### src/rtl/pcpu_ex_pkg.sv
// Shared definitions for the PCPU execute stage: opcode codes and FSM states.
package pcpu_ex_pkg;

    localparam int OP_W = 5;

    localparam logic [OP_W-1:0] OP_NOP  = 5'd0;
    localparam logic [OP_W-1:0] OP_ADD  = 5'd1;
    localparam logic [OP_W-1:0] OP_ADDC = 5'd2;
    localparam logic [OP_W-1:0] OP_SUB  = 5'd3;
    localparam logic [OP_W-1:0] OP_SUBC = 5'd4;
    localparam logic [OP_W-1:0] OP_CMP  = 5'd5;
    localparam logic [OP_W-1:0] OP_AND  = 5'd6;
    localparam logic [OP_W-1:0] OP_OR   = 5'd7;
    localparam logic [OP_W-1:0] OP_XOR  = 5'd8;
    localparam logic [OP_W-1:0] OP_SLL  = 5'd9;
    localparam logic [OP_W-1:0] OP_SRL  = 5'd10;
    localparam logic [OP_W-1:0] OP_SRA  = 5'd11;
    localparam logic [OP_W-1:0] OP_MUL  = 5'd12;

    // IDLE and DONE both accept new work; DONE marks the cycle a product is presented.
    typedef enum logic [1:0] {
        ST_IDLE = 2'd0,
        ST_MUL  = 2'd1,
        ST_DONE = 2'd2
    } ex_state_t;

endpackage

### src/rtl/pcpu_mul_iter.sv
// Iterative shift-add multiplier: one partial-product step per enabled edge,
// WIDTH steps after start. 'last' flags the edge on which 'product' is final.
module pcpu_mul_iter #(
    parameter int WIDTH = 16
) (
    input  logic               clock,
    input  logic               reset,
    input  logic               enable,
    input  logic               start,
    input  logic [WIDTH-1:0]   mcand,
    input  logic [WIDTH-1:0]   mplier,
    output logic               last,
    output logic [2*WIDTH-1:0] product
);

    localparam int CW = $clog2(WIDTH) + 1;

    logic [CW-1:0]      count;
    logic [WIDTH-1:0]   mcand_q;
    logic [2*WIDTH-1:0] acc;
    logic [WIDTH:0]     partial;

    // Next accumulator value: add multiplicand into the high half when the
    // current multiplier bit (acc LSB) is set, then shift the pair right.
    always_comb begin
        partial = {1'b0, acc[2*WIDTH-1:WIDTH]} + (acc[0] ? {1'b0, mcand_q} : '0);
        product = {partial, acc[WIDTH-1:1]};
        last    = (count == CW'(1));
    end

    // Operand capture on start, then one step per enabled edge until count empties.
    always_ff @(posedge clock or posedge reset) begin
        if (reset) begin
            count   <= '0;
            mcand_q <= '0;
            acc     <= '0;
        end else if (enable) begin
            if (start) begin
                count   <= CW'(WIDTH);
                mcand_q <= mcand;
                acc     <= {{WIDTH{1'b0}}, mplier};
            end else if (count != '0) begin
                count   <= count - 1'b1;
                acc     <= product;
            end
        end
    end

endmodule

### src/rtl/pcpu_ex_unit.sv
// PCPU execute stage: registered single-cycle ALU with zf/nf/cf flags and an
// optional iterative MUL.
// Handshake: an op is taken when in_valid && enable && !busy; in_valid while
// busy is dropped. out_valid pulses for one enabled cycle per completed op.
module pcpu_ex_unit
    import pcpu_ex_pkg::*;
#(
    parameter int WIDTH  = 16,
    parameter bit MUL_EN = 1'b1
) (
    input  logic             clock,
    input  logic             reset,
    input  logic             enable,
    input  logic             in_valid,
    input  logic [4:0]       op,
    input  logic [WIDTH-1:0] reg_a,
    input  logic [WIDTH-1:0] reg_b,
    output logic             busy,
    output logic             out_valid,
    output logic             out_wb,
    output logic [WIDTH-1:0] result,
    output logic             zf,
    output logic             nf,
    output logic             cf,
    output ex_state_t        state_dbg
);

    localparam int SW = $clog2(WIDTH);

    ex_state_t          state, state_nx;
    logic [WIDTH-1:0]   result_nx, alu_out, flag_src;
    logic               zf_nx, nf_nx, cf_nx, out_valid_nx, out_wb_nx, upd_zn;
    logic [WIDTH:0]     arith;
    logic [SW-1:0]      shamt;
    logic               mul_start, mul_last;
    logic [2*WIDTH-1:0] mul_product;

    assign busy      = (state == ST_MUL);
    assign shamt     = reg_b[SW-1:0];
    assign state_dbg = state;

    generate
        if (MUL_EN) begin : g_mul
            pcpu_mul_iter #(.WIDTH(WIDTH)) u_mul (
                .clock   (clock),
                .reset   (reset),
                .enable  (enable),
                .start   (mul_start),
                .mcand   (reg_a),
                .mplier  (reg_b),
                .last    (mul_last),
                .product (mul_product)
            );
        end else begin : g_no_mul
            assign mul_last    = 1'b0;
            assign mul_product = '0;
        end
    endgenerate

    // Next-state, result and flag selection; arithmetic carries in bit WIDTH.
    always_comb begin
        state_nx     = state;
        result_nx    = result;
        zf_nx        = zf;
        nf_nx        = nf;
        cf_nx        = cf;
        out_valid_nx = 1'b0;
        out_wb_nx    = 1'b0;
        mul_start    = 1'b0;
        arith        = '0;
        alu_out      = '0;
        flag_src     = result;
        upd_zn       = 1'b0;
        if (state == ST_MUL) begin
            if (mul_last) begin
                state_nx     = ST_DONE;
                result_nx    = mul_product[WIDTH-1:0];
                flag_src     = mul_product[WIDTH-1:0];
                upd_zn       = 1'b1;
                cf_nx        = |mul_product[2*WIDTH-1:WIDTH];
                out_valid_nx = 1'b1;
                out_wb_nx    = 1'b1;
            end
        end else begin
            state_nx = ST_IDLE;
            if (in_valid) begin
                out_valid_nx = 1'b1;
                out_wb_nx    = 1'b1;
                upd_zn       = 1'b1;
                case (op)
                    OP_ADD: begin
                        arith = {1'b0, reg_a} + {1'b0, reg_b};
                        cf_nx = arith[WIDTH];
                    end
                    OP_ADDC: begin
                        arith = {1'b0, reg_a} + {1'b0, reg_b} + {{WIDTH{1'b0}}, cf};
                        cf_nx = arith[WIDTH];
                    end
                    OP_SUB, OP_CMP: begin
                        arith = {1'b0, reg_a} - {1'b0, reg_b};
                        cf_nx = arith[WIDTH];
                        out_wb_nx = (op == OP_SUB);
                    end
                    OP_SUBC: begin
                        arith = {1'b0, reg_a} - {1'b0, reg_b} - {{WIDTH{1'b0}}, cf};
                        cf_nx = arith[WIDTH];
                    end
                    OP_AND: begin alu_out = reg_a & reg_b; cf_nx = 1'b0; end
                    OP_OR:  begin alu_out = reg_a | reg_b; cf_nx = 1'b0; end
                    OP_XOR: begin alu_out = reg_a ^ reg_b; cf_nx = 1'b0; end
                    OP_SLL: alu_out = reg_a << shamt;
                    OP_SRL: alu_out = reg_a >> shamt;
                    OP_SRA: alu_out = $signed(reg_a) >>> shamt;
                    OP_MUL: begin
                        upd_zn    = 1'b0;
                        out_wb_nx = 1'b0;
                        if (MUL_EN) begin
                            state_nx     = ST_MUL;
                            mul_start    = 1'b1;
                            out_valid_nx = 1'b0;
                        end
                    end
                    default: begin
                        upd_zn    = 1'b0;
                        out_wb_nx = 1'b0;
                    end
                endcase
                if (op inside {OP_ADD, OP_ADDC, OP_SUB, OP_SUBC, OP_CMP})
                    alu_out = arith[WIDTH-1:0];
                flag_src = alu_out;
                if (out_wb_nx)
                    result_nx = alu_out;
            end
        end
        if (upd_zn) begin
            zf_nx = ~|flag_src;
            nf_nx = flag_src[WIDTH-1];
        end
    end

    // State and output registers; enable low freezes everything including out_valid.
    always_ff @(posedge clock or posedge reset) begin
        if (reset) begin
            state     <= ST_IDLE;
            result    <= '0;
            zf        <= 1'b0;
            nf        <= 1'b0;
            cf        <= 1'b0;
            out_valid <= 1'b0;
            out_wb    <= 1'b0;
        end else if (enable) begin
            state     <= state_nx;
            result    <= result_nx;
            zf        <= zf_nx;
            nf        <= nf_nx;
            cf        <= cf_nx;
            out_valid <= out_valid_nx;
            out_wb    <= out_wb_nx;
        end
    end

endmodule

### config.mk
export PLATFORM = sky130hd
export DESIGN_NAME = pcpu_ex_unit
export DESIGN_NICKNAME = d
export VERILOG_FILES = /design/src/rtl/pcpu_ex_pkg.sv /design/src/rtl/pcpu_mul_iter.sv /design/src/rtl/pcpu_ex_unit.sv
export SDC_FILE = /design/constraint.sdc
export NUM_CORES = 1
export LEC_CHECK = 0
export CORE_MARGIN = 2
export CORE_UTILIZATION = 40
export DETAILED_ROUTE_END_ITERATION = 8
export DONT_BUFFER_PORTS = 1
export RECOVER_POWER = 100
export SLEW_MARGIN = 40
export SYNTH_ARGS = -nofsm -noshare
export SYNTH_HDL_FRONTEND = slang
export SYNTH_HIERARCHICAL = 1
export SYNTH_SLANG_ARGS = --single-unit
export TNS_END_PERCENT = 1
### constraint.sdc
create_clock -name clock -period 3.25 [get_ports clock]
set_input_delay 0.325 -clock clock [delete_from_list [all_inputs] [get_ports clock]]
set_output_delay 0.325 -clock clock [all_outputs]
set_load 0.05 [all_outputs]
==> metrics.cfg <==
[yosys]
synth_edf_count = 0
synth_cell_types = 88
synth_top_area_share_pct = 19.9
ys_seq_area_share_pct = 19.9
yosysTopAreaCell = dfrtp_1
syn_inst = 1207
synth_nets = 1328
syn_area_um2 = 9550
ys_warn_count = 6
synth_area_leaders = dfrtp_1, ha_1, a21oi_1, nor2_1, a22o_1
synthArstFlopShare_pct = 100
synth_area_per_cell_um2 = 7.91
synth-main-ff-cell = dfrtp_1
synth_seq_cells = 76

[global_route]
grtUsageMet3_pct = 6.23
grt_pass1_wl_um = 53200
grtUsageMet1_pct = 37.8
grtUsageMet2_pct = 43.1
grt_usage_pct = 27.6
antenna_found_initial = 0
grt_max_degree = 45
grt_pass1_vias = 9378
grt_busiest_layer = met2
grt-ovfl-total = 0

[cells_and_area]
antennaDiodeCount = 0
syn_to_final_growth_pct = 21.4
finalNetCount = 1444
fillers = 2310
drive_gt1_share_pct = 22.7
postLayoutCoreUtil_pct = 49.4
instances_no_fill = 1647
final_area_um2 = 11600

[route]
drc = 0
drtPass1Iterations = 6
drt_iter0_markers = 970
post_drt_via_cell_ratio = 6.00
wl_per_cell_um = 20.9
ant_nets = 0
drt_wl_total_um = 34400
vias = 9884

[timing]
whs_ns = 0.0684
finalHoldViolCount = 0
finClkSkew_ns = 0.0106
finalSetupViolations = 3
relSlewSlack_pct = 16.1
drv_slew = 0
worstMarginPinSlew_ns = 1.26
post-route-period-util_pct = 103
tns_ns = -0.163
fmax_ghz = 0.300
grt_setup_unrepaired = true
setup_ws_ns = -0.0856
timing.final.crit_period_ns = 3.34

[status]
violations = setup timing
status = finished, violations left

[clocking]
cts_max_level = 3
cts_tree = done
clock_sinks = 76
cts-buffers-inserted = 9
cts_buffer_depth = 2
insertion_delay_ns = 0.34
cts-root-buf = clkbuf_16
path_clk_slew_ns = 0.07

[critical_path]
reg2regPathDepth = 10
cp-start-kind = input port
worst-path-buf-inv = 2
path_delay_family = compound AO/OA/AOI/OAI gates
slowest_delay_ns = 0.57
path_class = in -> reg
endpoint_kind = flop
required_ns = 3.54
path_max_fanout = 44
crit_arrival_ns = 3.62
crit_chain = ha_1 -> fa_2 -> a211oi_4 -> clkbuf_2 -> o21ai_2 -> buf_4 -> a221oi_1 -> o21bai_1 -> xnor2_2 -> xor2_1 -> a221o_1 -> or4_4 -> o31ai_4 -> a41o_1
path_depth = 14
crit_slowest_cell = or4_4

[placement]
dp.cells = 1621
place_congestion = 1.01
place.detailed.hpwl_um = 27300
dp_slack_ns = -0.560
place_area_um2 = 11000
port_buffers = 0

[die]
floorplan.initialDensity_pct = 40.7
core_um2 = 23500
ios = 65
dieArea_um2 = 25100
rows = 56
die_x_um = 158
die_h_um = 158

[power_and_ir_drop]
p_leak_nw = 5.17
power.density_nw_per_um2 = 505
irDropWorstVdd_uv = 346
total_power_mw = 5.85

[min_path]
worst_hold_path.num_cells = 1
hp-class = in -> reg

[flow_run]
cap_violations = 0

## synth_stat cells (7+ instances only)
master / instances
a211oi_1: 17
a21o_1: 13
a21oi_1: 85
a221oi_1: 14
a22o_1: 47
a31oi_1: 10
and2_1: 24
and3_1: 12
buf_1: 7
buf_2: 14
buf_4: 18
clkbuf_1: 44
dfrtp_1: 76
ha_1: 77
inv_1: 59
mux2_2: 21
mux2i_1: 26
mux4_2: 13
nand2_1: 91
nand2b_1: 16
nand3_1: 21
nand4_1: 11
nor2_1: 112
nor2b_1: 10
nor3_1: 31
nor4_1: 27
o211ai_1: 24
o21ai_0: 69
o22ai_1: 16
o31ai_1: 7
or2_2: 7
or3_1: 9
or4_1: 7
xnor2_1: 42
xor2_1: 20
## layout by cell type (no fill, tap or decap), types with 8 or more instances in the layout
cell       count
buf_4        178
nor2_1       111
nand2_1       91
a21oi_1       85
dfrtp_1       76
ha_1          72
o21ai_0       67
inv_1         57
a22o_1        47
xnor2_1       36
nor3_1        28
mux2i_1       26
and2_1        24
o211ai_1      24
nor4_1        21
mux2_2        21
nand3_1       20
xor2_1        17
nand2b_1      16
o22ai_1       16
a221oi_1      14
a21o_1        13
mux4_2        13
and3_1        12
a211oi_1      12
nand4_1       11
nor2b_1       10
clkbuf_16      9
or3_1          8
a31oi_1        8
## sequential cells by signal, summed over array words and instances (netlist names)
signal and flops:
g_mul.u_mul/acc 32, g_mul.u_mul/mcand_q 16, result 16, g_mul.u_mul/count 5
state_dbg 2, cf 1, nf 1, out_valid 1
out_wb 1, zf 1
## per-layer routing
layer	wire length, um	vias to the layer above	share of wire (%)
met5	0	-	0
met4	1250	0	3.6
met2	15300	406	44
li1	-	4690	-
met3	2720	70	7.9
met1	15100	4718	44
## final cells by class
cell class,count,area [um2],area share (%)
well taps,319,399,3.44
clock inverters,6,93.8,0.810
inverters,62,248,2.14
repair buffers,190,1400,12.1
multi-input cells,984,7320,63.2
clock buffers,10,229,1.98
flip-flops and latches,76,1900,16.4
## power breakdown
part | switching, mW | total (mW) | internal, mW
combinational | 1.43 | 2.68 | 1.25
sequential | 0.783 | 2.07 | 1.29
clock | 0.415 | 1.09 | 0.679
## repair_timing
action	4_1_cts	5_1_grt
hold buffers	1	0
resized for setup	18	31
pin swaps	9	28
hold endpoints to repair	53	0
setup buffers	2	7
setup endpoints to repair	6	9
## logic make-up (layout without fill, tap and decap cells)
kind of cell | Yosys count | after routing | share of synthesized area, %
adders and majority gates | 81 | 81 | 10.8
muxes | 60 | 60 | 8.27
buffers and inverters | 147 | 268 | 6.83
and+or+nand+nor | 405 | 405 | 21.5
xor gates and xnor gates | 62 | 62 | 5.69
DFF | 76 | 76 | 19.9
AOI/OAI and AO/OA | 376 | 376 | 26.9
## final timing paths
kind	startpoint	endpoint	slack [ns]
setup / recovery	reg_b[0]	zf	-0.09
hold / removal	enable	g_mul.u_mul/count[2]	0.07
setup reg to reg	state_dbg[1]	zf	0.06
hold reg to reg	g_mul.u_mul/acc[16]	g_mul.u_mul/acc[16]	0.50
max in group asynchronous	reset	g_mul.u_mul/acc[20]	0.73
min in group asynchronous	reset	cf	0.64
Power figures use the tool's default switching activity.
